`config.mk`:
```
export PLATFORM = sky130hd
export DESIGN_NAME = ex_muldiv_unit
export DESIGN_NICKNAME = d
export VERILOG_FILES = /design/src/rtl/ex_muldiv_unit.sv
export SDC_FILE = /design/constraint.sdc
export NUM_CORES = 1
export LEC_CHECK = 0
export ABC_AREA = 1
export BUFFER_PORTS_ARGS = -buffer_cell sky130_fd_sc_hd__buf_2
export CAP_MARGIN = 0
export CORE_ASPECT_RATIO = 1.4
export CORE_MARGIN = 2
export CORE_UTILIZATION = 55
export CTS_CLUSTER_DIAMETER = 40
export DETAILED_ROUTE_END_ITERATION = 8
export HOLD_SLACK_MARGIN = 0.1
export PLACE_DENSITY = 0.8
export SYNTH_ARGS = -nofsm -noshare
export SYNTH_HDL_FRONTEND = slang
export SYNTH_SLANG_ARGS = --single-unit
```
`constraint.sdc`:
```
create_clock -name clk -period 5.5 [get_ports clk]
set_input_delay 0.275 -clock clk [delete_from_list [all_inputs] [get_ports clk]]
set_output_delay 0.275 -clock clk [all_outputs]
set_load 0.1 [all_outputs]
```
`src/rtl/ex_muldiv_unit.sv`:
```
// rtl/ex_muldiv_unit.sv - RV32M multiply/divide execute unit (iterative shift-add / restoring divide)
// Optional MULDIV_FAST_MUL_EN: single-cycle 33x33 signed multiplier for all multiplies.
module ex_muldiv_unit #(
  parameter int XLEN  = 32,
  parameter int CNT_W = 6
) (
  input  logic            clk,
  input  logic            rst_n,
  input  logic            start,
  input  logic            flush,
  input  logic [2:0]      func3,
  input  logic [XLEN-1:0] rs1_data,
  input  logic [XLEN-1:0] rs2_data,
  input  logic [4:0]      rd_addr,
  output logic            stall_req,
  output logic            busy,
  output logic            done,
  output logic [XLEN-1:0] result,
  output logic [4:0]      rd_out
);

  typedef enum logic [1:0] {S_IDLE, S_BUSY, S_DONE} state_t;

  localparam logic [CNT_W-1:0] CNT_LAST = CNT_W'(XLEN - 1);

  state_t              state_q, state_d;
  logic [CNT_W-1:0]    cnt_q;
  logic [2:0]          op_q;
  logic [4:0]          rd_q;
  logic [XLEN-1:0]     opnd_q;
  logic [2*XLEN-1:0]   work_q;
  logic                neg_res_q, neg_rem_q;
  logic [XLEN-1:0]     result_q;
  logic [4:0]          rd_out_q;

  logic                accept, is_div, a_signed, b_signed, a_neg, b_neg;
  logic [XLEN-1:0]     a_mag, b_mag;
  logic                div_by_zero, div_ovf, take_short;
  logic [XLEN-1:0]     short_res;

  assign accept   = (state_q == S_IDLE) && start && !flush;
  assign is_div   = func3[2];
  assign a_signed = !(func3 inside {3'b011, 3'b101, 3'b111});
  assign b_signed = func3 inside {3'b000, 3'b001, 3'b100, 3'b110};
  assign a_neg    = a_signed && rs1_data[XLEN-1];
  assign b_neg    = b_signed && rs2_data[XLEN-1];
  assign a_mag    = a_neg ? (~rs1_data + 1'b1) : rs1_data;
  assign b_mag    = b_neg ? (~rs2_data + 1'b1) : rs2_data;

  assign div_by_zero = is_div && (rs2_data == '0);
  assign div_ovf     = is_div && !func3[0] && (rs1_data == {1'b1, {(XLEN-1){1'b0}}})
                       && (rs2_data == '1);

`ifdef MULDIV_FAST_MUL_EN
  logic [2*XLEN-1:0] fast_a, fast_b, fast_p;
  assign fast_a     = {{XLEN{a_signed && rs1_data[XLEN-1]}}, rs1_data};
  assign fast_b     = {{XLEN{b_signed && rs2_data[XLEN-1]}}, rs2_data};
  assign fast_p     = fast_a * fast_b;
  assign take_short = div_by_zero || div_ovf || !is_div;
`else
  assign take_short = div_by_zero || div_ovf;
`endif

  always_comb begin
    short_res = '0;
    if (div_by_zero)
      short_res = func3[1] ? rs1_data : '1;
    else if (div_ovf)
      short_res = func3[1] ? '0 : rs1_data;
`ifdef MULDIV_FAST_MUL_EN
    else if (!is_div)
      short_res = (func3 == 3'b000) ? fast_p[XLEN-1:0] : fast_p[2*XLEN-1:XLEN];
`endif
  end

  // One iteration step: multiply accumulates into the upper half while the
  // multiplier shifts out below; divide shifts the dividend into the remainder.
  logic [XLEN:0]     mul_sum, div_shift, div_diff;
  logic [2*XLEN-1:0] work_nxt;

  always_comb begin
    mul_sum   = {1'b0, work_q[2*XLEN-1:XLEN]} + (work_q[0] ? {1'b0, opnd_q} : '0);
    div_shift = {work_q[2*XLEN-1:XLEN], work_q[XLEN-1]};
    div_diff  = div_shift - {1'b0, opnd_q};
    if (!op_q[2])
      work_nxt = {mul_sum, work_q[XLEN-1:1]};
    else if (!div_diff[XLEN])
      work_nxt = {div_diff[XLEN-1:0], work_q[XLEN-2:0], 1'b1};
    else
      work_nxt = {div_shift[XLEN-1:0], work_q[XLEN-2:0], 1'b0};
  end

  logic [2*XLEN-1:0] mul_fix;
  logic [XLEN-1:0]   quo_fix, rem_fix, final_res;

  always_comb begin
    mul_fix   = neg_res_q ? (~work_nxt + 1'b1) : work_nxt;
    quo_fix   = neg_res_q ? (~work_nxt[XLEN-1:0] + 1'b1) : work_nxt[XLEN-1:0];
    rem_fix   = neg_rem_q ? (~work_nxt[2*XLEN-1:XLEN] + 1'b1) : work_nxt[2*XLEN-1:XLEN];
    final_res = '0;
    case (op_q)
      3'b000:                 final_res = mul_fix[XLEN-1:0];
      3'b001, 3'b010, 3'b011: final_res = mul_fix[2*XLEN-1:XLEN];
      3'b100, 3'b101:         final_res = quo_fix;
      default:                final_res = rem_fix;
    endcase
  end

  always_ff @(posedge clk) begin
    if (!rst_n)
      state_q <= S_IDLE;
    else
      state_q <= state_d;
  end

  always_comb begin
    state_d = state_q;
    case (state_q)
      S_IDLE: if (accept) state_d = take_short ? S_DONE : S_BUSY;
      S_BUSY: begin
        if (flush)                 state_d = S_IDLE;
        else if (cnt_q == CNT_LAST) state_d = S_DONE;
      end
      default: state_d = S_IDLE;
    endcase
  end

  always_comb begin
    stall_req = accept || (state_q == S_BUSY);
    busy      = (state_q != S_IDLE);
    done      = (state_q == S_DONE);
  end

  always_ff @(posedge clk) begin
    if (!rst_n) begin
      cnt_q     <= '0;
      op_q      <= '0;
      rd_q      <= '0;
      opnd_q    <= '0;
      work_q    <= '0;
      neg_res_q <= 1'b0;
      neg_rem_q <= 1'b0;
      result_q  <= '0;
      rd_out_q  <= '0;
    end else begin
      case (state_q)
        S_IDLE: begin
          if (accept) begin
            op_q      <= func3;
            rd_q      <= rd_addr;
            opnd_q    <= is_div ? b_mag : a_mag;
            work_q    <= {{XLEN{1'b0}}, (is_div ? a_mag : b_mag)};
            neg_res_q <= a_neg ^ b_neg;
            neg_rem_q <= a_neg;
            if (take_short) begin
              result_q <= short_res;
              rd_out_q <= rd_addr;
            end
          end
        end
        S_BUSY: begin
          if (flush) begin
            cnt_q <= '0;
          end else if (cnt_q == CNT_LAST) begin
            cnt_q    <= '0;
            work_q   <= work_nxt;
            result_q <= final_res;
            rd_out_q <= rd_q;
          end else begin
            cnt_q  <= cnt_q + 1'b1;
            work_q <= work_nxt;
          end
        end
        default: ;
      endcase
    end
  end

  assign result = result_q;
  assign rd_out = rd_out_q;

endmodule

```
==> results.json <==
{
  "status": "finished, final reports clean",
  "postCtsHoldBufs": 5,
  "routed_wirelength_mm": 81.0,
  "p_clk_share_pct": 24.4,
  "final_cell_area_mm2": 0.0200,
  "yosysWarnings": 0,
  "fmax_mhz": 200,
  "cp-end-kind": "flop",
  "overflow": 0,
  "tightestPinTransition_ns": 1.07,
  "die_area_mm2": 0.0352,
  "routed-via-count": 23279,
  "clock_latency_ns": 0.47,
  "worst_ep_required_time_ns": 5.84,
  "critical_path_class": "reg2reg",
  "rows": 79,
  "io_pins": 116,
  "start_kind": "flop",
  "async_flop_share_pct": 0,
  "setup_viol": 0,
  "die_h_um": 221,
  "power_frac_comb_pct": 50.7,
  "avgSynthCellArea_um2": 5.47,
  "die_width_um": 159,
  "synthMuxAreaShare_pct": 0,
  "cp.arrival_ns": 5.34,
  "syn_area_mm2": 0.0185,
  "powerDensity_mw_per_mm2": 249,
  "ys.flop_type": "dfxtp_1",
  "cts_tree": "done",
  "fin_crit_ns": 4.99,
  "max_cap_viol_count": 0,
  "max_slew_margin_pct": 28.2,
  "antenna_found_initial": 0,
  "synth_top_family_by_area": "simple AND/OR/NAND/NOR gates",
  "synthXorXnorAreaFrac_pct": 4.35,
  "synth_seq_cells": 151,
  "dp_hpwl_mm": 62.9,
  "swShare_pct": 51.1,
  "synth_fa_ha_area_share_pct": 4.95,
  "p_leak_nw": 10.7,
  "synth_nets": 3531,
  "antenna_left": 0,
  "min-delay-start": "func3[0]",
  "place_congestion": 1.08,
  "critPathTopFamily": "simple AND/OR/NAND/NOR gates",
  "rsz0062_at_grt": "false",
  "timing_hold_violations_final": 0,
  "grt_pass1_wl_mm": 121,
  "synth_cell_type_count": 58,
  "coreArea_mm2": 0.0332,
  "area_delta_synth_final_pct": 8.11,
  "track_usage_pct": 44.7,
  "multi_input_area_mm2": 0.0129,
  "post-cts-setup-buffer-count": 0,
  "pwr-share-seq_pct": 24.9,
  "ctsResizeCount": 0,
  "fin_hold_ws_ns": 0.120,
  "crit_slowest_cell": "dfxtp_1",
  "cts-root-buf": "clkbuf_16",
  "routedWlPerCell_um": 20.8,
  "fin_util_pct": 60.3,
  "reg2reg_setup_slack_ns": 0.51,
  "holdCritPathClass": "in2reg",
  "crit_fanout": 35,
  "worstHoldPathCells": 3,
  "ys_seq_area_share_pct": 16.3,
  "drt_iter0_markers": 3647,
  "finClkSkew_ns": 0.0151,
  "internal_power_mw": 2.44,
  "vdd_drop_max_mv": 0.231,
  "initial_utilization_pct": 55.7,
  "finalNetCount": 3580,
  "synth-compound-area-share_pct": 18.2,
  "synth-simple-area-share_pct": 42.2,
  "seq_area_mm2": 0.00303,
  "cpPeakStageDelay_ns": 0.61,
  "diodes": 0,
  "hold_path_end": "op_q[0]",
  "grt_max_degree": 85,
  "r2r-start": "work_q[38]",
  "drtPass1Iterations": 8,
  "clkSlewWorstSetupHoldPaths_ns": 0.08,
  "nFillCells": 3576,
  "syn_inst": 3383,
  "period_share_pct": 90.8,
  "vias_per_cell": 5.98,
  "finalPower_mw": 4.99,
  "synth_edf_count": 0,
  "path_buf_inv": 4,
  "reg2reg_to": "result[8]",
  "report.final.slew_viol_count": 0,
  "drive_gt1_share_pct": 8.80,
  "p_sw_mw": 2.55,
  "grt_pass1_vias": 21108,
  "drc": 0,
  "worst_path_most_repeated_cell": "nand2_4",
  "htree_levels": 4,
  "tns_ns": 0,
  "dpl_cell_area_mm2": 0.0194,
  "cts_buffer_depth": 2,
  "clock-sinks": 151,
  "io_buffers": 115,
  "cts_buffers": 17,
  "r2r_cells": 32
}
## stage by stage
step	cells	setup slack, ns
2_1_floorplan	3383	1.36
3_3_place_gp	3853	0.879
3_5_place_dp	3853	0.737
4_1_cts	3890	0.662
5_1_grt	3890	0.182
6_report	3890	0.508
## final cells by class
cell class,instances,area share [%]
Clock buffer,17,2.13
Inverter,543,10.2
Sequential cell,151,15.1
Tap cell,445,2.78
Timing Repair Buffer,157,4.51
Clock inverter,15,0.750
Multi-Input combinational cell,2562,64.5
## power groups by stage
stage	Combinational, mW	Clock [mW]	Sequential (mW)
final	2.53	1.22	1.24
after global placement	2.39	0	1.26
after detailed placement	2.39	0	1.26
after floorplan	1.61	0	1.37
after global routing	2.71	1.25	1.25
after CTS	2.41	1.21	1.24
## cell usage after synthesis, types with 4 or more instances
cell | count | area share, %
a21o_1 | 7 | 0.28
a21oi_1 | 222 | 6.0
a21oi_2 | 4 | 0.19
a221oi_1 | 13 | 0.62
a22oi_1 | 16 | 0.65
a31oi_1 | 14 | 0.47
and2_1 | 9 | 0.30
buf_1 | 13 | 0.26
buf_2 | 21 | 0.57
clkbuf_1 | 87 | 1.8
dfxtp_1 | 151 | 16
ha_1 | 70 | 4.7
inv_1 | 532 | 11
inv_2 | 8 | 0.16
nand2_1 | 1051 | 21
nand2_2 | 32 | 1.1
nand2_4 | 9 | 0.55
nand3_1 | 242 | 6.5
nand3_2 | 8 | 0.43
nand3b_1 | 22 | 0.89
nand4_1 | 46 | 1.6
nor2_1 | 277 | 5.6
nor2_2 | 19 | 0.64
nor2_4 | 10 | 0.61
nor3_1 | 38 | 1.0
nor3_2 | 4 | 0.22
nor4_1 | 18 | 0.61
o211ai_1 | 24 | 0.97
o21a_1 | 4 | 0.16
o21ai_0 | 231 | 6.2
o21ai_1 | 16 | 0.43
o21ai_2 | 5 | 0.24
o21bai_1 | 4 | 0.16
o221ai_1 | 19 | 0.90
o31ai_1 | 5 | 0.20
or2_2 | 6 | 0.20
xnor2_1 | 12 | 0.57
xor2_1 | 80 | 3.8
## how the worst max path moves through the flow
stage	startpoint	to	slack [ns]	cells after the start
finish	work_q[38]	result[8]	0.51	32
detailed placement	work_q[31]	result[8]	0.74	35
floorplan	work_q[31]	result[8]	1.36	36
global placement	work_q[31]	result[16]	0.88	36
CTS	work_q[31]	result[8]	0.66	35
global route	work_q[31]	result[22]	0.18	36
## layout by cell type (no fill, tap or decap), drive strengths merged, types with 3 or more instances in the layout
master,instances
xor2,80
and3,3
xnor2,12
or2,7
a31oi,14
nand3,251
nand2,1094
o211ai,24
nor3,42
ha,70
nor2,306
dlygate4sd3,5
a221oi,13
a21boi,3
a22oi,16
inv,552
a21oi,227
buf,152
o221ai,19
nand4,46
o21bai,4
o21ai,254
clkinv,5
a21o,7
nor4,18
and2,9
dfxtp,151
nand3b,22
clkbuf,17
o31ai,5
o21a,4
## worst register-to-register path: cells and delay by family, from the launching register on
kind / cells / cell delay, ns
AO/OA/AOI/OAI: 4 / 0.58
flip-flops: 1 / 0.61
buffers and inverters: 4 / 0.37
AND/OR/NAND/NOR: 22 / 2.77
adder cells (fa/ha/maj): 2 / 0.55
## logic make-up (layout without fill, tap and decap cells)
logic type / Yosys count / after routing
fa+ha+maj: 72 / 72
simple gates: 1801 / 1801
buf+inv: 670 / 732
compound gates: 597 / 597
flops: 151 / 151
xor+xnor: 92 / 92
## layer usage
| layer | share of wire [%] | track usage [%] |
|---|---|---|
| met2 | 44 | 71.9 |
| met4 | 12 | 43.1 |
| met1 | 34 | 49.2 |
| met3 | 10 | 7.99 |
| met5 | 0 | 0 |
## flip-flops by register name (all words and copies together) (netlist names)
register / count
work_q: 64
opnd_q: 32
result: 32
cnt_q: 6
rd_out: 5
rd_q: 5
op_q: 3
state_q: 2
neg_rem_q: 1
neg_res_q: 1
No activity file was read; power rests on OpenSTA's default activity.
